File: src/rtl/gf2_poly_div_17bit.sv
// GF(2) polynomial long divider, one dividend bit per clock, MSB first.
// dividend = quotient * divisor XOR remainder, with deg(remainder) < deg(divisor).
module gf2_poly_div_17bit #(
  parameter  int unsigned N  = 17,
  localparam int unsigned DW = 2 * N - 1
) (
  input  logic          clk,
  input  logic          rst,
  input  logic          in_valid,
  output logic          in_ready,
  input  logic [DW-1:0] dividend,
  input  logic [N-1:0]  divisor,
  output logic          out_valid,
  input  logic          out_ready,
  output logic [DW-1:0] quotient,
  output logic [N-2:0]  remainder,
  output logic          div_zero
);

  localparam int unsigned RW    = N - 1;
  localparam int unsigned DEG_W = $clog2(N);
  localparam int unsigned CNT_W = $clog2(DW);

  typedef enum logic [1:0] {IDLE, RUN, DONE} state_t;

  state_t           state;
  logic [DW-1:0]    dvd;
  // Divisor top bit is never needed: when deg is 16 the XOR at bit 16 always cancels.
  logic [RW-1:0]    dvs;
  // Partial remainder; its bit N-1 is always zero by construction, so it is not stored.
  logic [RW-1:0]    r;
  // Quotient bits gathered so far; the last bit joins at the DONE transition.
  logic [DW-2:0]    q;
  logic [DEG_W-1:0] deg;
  logic [CNT_W-1:0] cnt;

  logic [DEG_W-1:0] deg_c;
  logic [N-1:0]     t_c;
  logic             qbit_c;
  logic [RW-1:0]    r_step_c;

  // Priority encoder: index of the highest set divisor bit.
  always_comb begin
    deg_c = '0;
    for (int unsigned i = 0; i < N; i++) begin
      if (divisor[i]) deg_c = DEG_W'(i);
    end
  end

  // One long-division step: shift in the next dividend bit, subtract divisor if it reaches deg.
  always_comb begin
    t_c      = {r, dvd[cnt]};
    qbit_c   = t_c[deg];
    r_step_c = qbit_c ? (t_c[RW-1:0] ^ dvs) : t_c[RW-1:0];
  end

  // Control FSM and datapath registers.
  always_ff @(posedge clk or posedge rst) begin
    if (rst) begin
      state     <= IDLE;
      in_ready  <= 1'b1;
      out_valid <= 1'b0;
      quotient  <= '0;
      remainder <= '0;
      div_zero  <= 1'b0;
      dvd       <= '0;
      dvs       <= '0;
      r         <= '0;
      q         <= '0;
      deg       <= '0;
      cnt       <= '0;
    end else begin
      case (state)
        IDLE: begin
          if (in_valid) begin
            dvd      <= dividend;
            dvs      <= divisor[RW-1:0];
            deg      <= deg_c;
            r        <= '0;
            q        <= '0;
            cnt      <= CNT_W'(DW - 1);
            in_ready <= 1'b0;
            if (divisor == '0) begin
              state     <= DONE;
              out_valid <= 1'b1;
              quotient  <= '0;
              remainder <= '0;
              div_zero  <= 1'b1;
            end else begin
              state <= RUN;
            end
          end
        end
        RUN: begin
          r   <= r_step_c;
          q   <= {q[DW-3:0], qbit_c};
          cnt <= cnt - CNT_W'(1);
          if (cnt == '0) begin
            state     <= DONE;
            out_valid <= 1'b1;
            quotient  <= {q, qbit_c};
            remainder <= r_step_c;
            div_zero  <= 1'b0;
          end
        end
        DONE: begin
          if (out_ready) begin
            state     <= IDLE;
            out_valid <= 1'b0;
            in_ready  <= 1'b1;
          end
        end
        default: begin
          state     <= IDLE;
          out_valid <= 1'b0;
          in_ready  <= 1'b1;
        end
      endcase
    end
  end

endmodule
File: config.mk
export PLATFORM = sky130hd
export DESIGN_NAME = gf2_poly_div_17bit
export DESIGN_NICKNAME = d
export VERILOG_FILES = /design/src/rtl/gf2_poly_div_17bit.sv
export SDC_FILE = /design/constraint.sdc
export NUM_CORES = 1
export LEC_CHECK = 0
export CELL_PAD_IN_SITES_DETAIL_PLACEMENT = 1
export CELL_PAD_IN_SITES_GLOBAL_PLACEMENT = 1
export CORE_MARGIN = 2
export CORE_UTILIZATION = 37
export CTS_CLUSTER_DIAMETER = 30
export DETAILED_ROUTE_END_ITERATION = 6
export GPL_TIMING_DRIVEN = 0
export PLACE_DENSITY_LB_ADDON = 0.12
export SLEW_MARGIN = 20
export SYNTH_ARGS = -nofsm -noshare
export SYNTH_HDL_FRONTEND = slang
export SYNTH_SLANG_ARGS = --single-unit
File: constraint.sdc
create_clock -name clk -period 5.88 [get_ports clk]
set_clock_uncertainty 0.1 [all_clocks]
set_input_delay 1.176 -clock clk [delete_from_list [all_inputs] [get_ports clk]]
set_output_delay 1.176 -clock clk [all_outputs]
set_load 0.005 [all_outputs]
==> flow_summary_export.csv <==
group,metric,value,unit
synthesis,ys_seq_area_share,57.7,%
route,wirelength,18500,microns
synthesis,synth_nets,790,
route,firstDrtPassIters,4,
clock_network,postCtsHoldBufs,0,
power,totalPowerFinal,0.00474,W
synthesis,synth_cells,734,
route,antenna_left,0,
synthesis,netlist_top_cells_area,"dfrtp_1 (57%), nand2_1 (17%), o21ai_0 (4.3%)",
timing,hold_viol_final,0,
floorplanning,fp.dieW,142,microns
worst_setup_path,critPathBufInv,3,
worst_setup_path,required,6.07,ns
synthesis,synth.most_common_cell,"nand2_1",
clock_network,cts_buffers,17,
clock_network,clock_sinks,162,
power,p_leak,4.16,nW
synthesis,ys.flop_type,"dfrtp_1",
floorplanning,die_area,20100,sq um
layout,fin_nets,915,
route,first_iter_violations,226,
clock_network,cts_tree,"built",
floorplanning,core-area,18600,sq um
timing,slew_headroom,47.4,%
layout,area_growth,28.1,%
timing,fin_crit_sh,62.8,%
floorplanning,die_y,142,microns
synthesis,synth_common_cells,"nand2_1 (319), dfrtp_1 (161), o21ai_0 (61)",
worst_setup_path,crit_family,"simple AND/OR/NAND/NOR gates",
clock_network,cts-root-buf,"clkbuf_16",
synthesis,synth_seq_cells,162,
floorplanning,start_util,37.7,%
route,vias,5547,
worst_setup_path,rrSetupSlack,3.01,ns
global_route,antenna_found_initial,0,
floorplanning,ioPinCount,106,
synthesis,async_flop_share,100,%
global_route,grt_pass1_wl,30400,microns
timing,finalMaxSlewViolations,0,
synthesis,mappedNetlistArea,7020,sq um
route,vias_per_cell,5.02,
worst_setup_path,endpoint_kind,"flip-flop",
run,cap_violations,0,
clock_network,htree_levels,4,
global_route,grt_pass1_vias,5882,
global_route,overflow,0,
synthesis,yosysTopAreaCellShare,57.4,%
layout,drive_above_1_share,8.26,%
layout,final_util,48.3,%
place,placed_cell_area,8400,sq um
clock_network,clk_latency,0.44,ns
timing,fmax,0.271,GHz
layout,fillers,2164,
min_path,min_path_type,"reg2reg",
worst_setup_path,critical_path_class,"in2reg",
worst_setup_path,cpMaxStageDelayCell,"or4_1",
synthesis,synth_cell_type_count,51,
route,drc,0,
layout,final_cell_area,9000,sq um
run_status,status,"completed",
timing,timing.hold.ws,0.369,ns
global_route,grt_max_degree,93,
synthesis,yosys_warnings,0,
place,port-buffer-count,105,
clock_network,cts_resized,0,
global_route,grt_use_total,19.5,%
timing,fin_crit,3.69,ns
place,place_congestion,0.777,
synthesis,synth_top_area_cell,"dfrtp_1",
worst_setup_path,cpPeakStageDelay,0.55,ns
clock_network,clkTransAtPathRegs,0.07,ns
route,wire_per_inst,16.7,microns
layout,antennaDiodeCount,0,
power,powerDensity,527,nW/um^2
clock_network,clock_path_buffers,2,
timing,setup_violations,0,
worst_setup_path,cp_max_fo,10,
worst_setup_path,path_cells,"clkdlybuf4s50_1, or4_1, nand2b_1, nor2_1, a22o_1, nand2b_1, clkbuf_1, clkbuf_1, nand2_1, o21ai_0",
synthesis,avgSynthCellArea,9.57,sq um
worst_setup_path,crit_path_start_kind,"primary input",
floorplanning,rows,50,
timing,worst_pin_slew,0.788,ns
worst_setup_path,arrival,3.89,ns
timing,rsz0062_at_grt,"no",
place,post-dp-hpwl,13400,microns
synthesis,synth_edf_count,0,
clock_network,cts_setup_buffers,0,
power,peakVddDrop,229,uV
[flip-flops by register name, indices dropped and copies added, names as in the netlist]
register and flops:
dvd 33, quotient 33, q 32, dvs 16, r 16, remainder 16
cnt 6, deg 5, state 2, div_zero 1, in_ready 1, out_valid 1
[worst register-to-register path, cell delays in order (launching register included)]
cell and delay, ns:
dfrtp_1 0.33, clkbuf_1 0.46, nor2_1 0.20, and3_1 0.28, a22o_1 0.20, nand2b_1 0.09
clkbuf_1 0.37, clkbuf_1 0.51, nand2_1 0.13, o21ai_0 0.11
[layout make-up]
type | count | area [sq um] | area share, %
flip-flops and latches | 162 | 4060 | 45.1
multi-input cells | 522 | 2760 | 30.7
repair buffers | 106 | 1080 | 12.0
clock buffers | 17 | 425 | 4.73
well taps | 234 | 293 | 3.25
plain buffers | 41 | 176 | 1.96
clock inverters | 15 | 173 | 1.92
inverters | 9 | 41.3 | 0.459
[through the flow]
stage               TNS, ns  worst slack, ns  std cells
floorplan                 0            0.229        734
global placement    -317.31            -1.98       1073
detailed placement        0             1.72       1074
CTS                       0             2.17       1106
global route              0             1.96       1106
finish                    0             2.19       1106
[power by group]
part           leakage, nW  internal, W  switching, W
clock network        0.277     0.000637      0.000500
registers             2.09      0.00156      0.000301
logic                 1.79     0.000779      0.000960
total                 4.16      0.00298       0.00176
[cells by family after synthesis]
kind of cell / Yosys count / synth area share [%]
and+or+nand+nor: 385 / 23.1
DFF: 162 / 57.7
AOI/OAI and AO/OA: 102 / 8.44
buffers and inverters: 50 / 2.99
muxes: 17 / 4.44
xor gates and xnor gates: 16 / 2.96
adders and majority gates: 2 / 0.356
[cells in the final DEF, fill, tap and decap left out, drive strengths merged, types with 3 or more instances in the layout]
master	Yosys	final
a21oi	5	5
a22o	3	3
buf	7	8
clkbuf	34	51
clkdlybuf4s50	0	105
clkinvlp	0	5
dfrtp	161	161
inv	9	15
mux2i	6	6
mux4	10	10
nand2	319	319
nand2b	4	4
nand3	20	20
nor2	15	15
nor3	7	7
o21ai	79	79
o21bai	3	3
or4	3	3
xor2	16	16
[final timing paths]
| check | from | to | cells past startpoint |
|---|---|---|---|
| setup / recovery | divisor[8] | quotient[13] | 10 |
| hold / removal | dvd[0] | dvd[0] | 2 |
| setup reg to reg | cnt[2] | quotient[13] | 9 |
| hold reg to reg | dvd[0] | dvd[0] | 2 |
| max in group asynchronous | rst | in_ready | 3 |
| min in group asynchronous | rst | quotient[10] | 2 |
[layer usage]
layer	global-route usage, %	up-vias	part of all wire [%]	wire length [microns]
met5	0	-	0	0
met4	6.05	0	1.5	282
met3	3.71	24	3.5	645
met2	33.0	113	49	9040
met1	25.4	2753	46	8530
li1	-	2657	-	-
No activity file was read; power rests on OpenSTA's default activity.
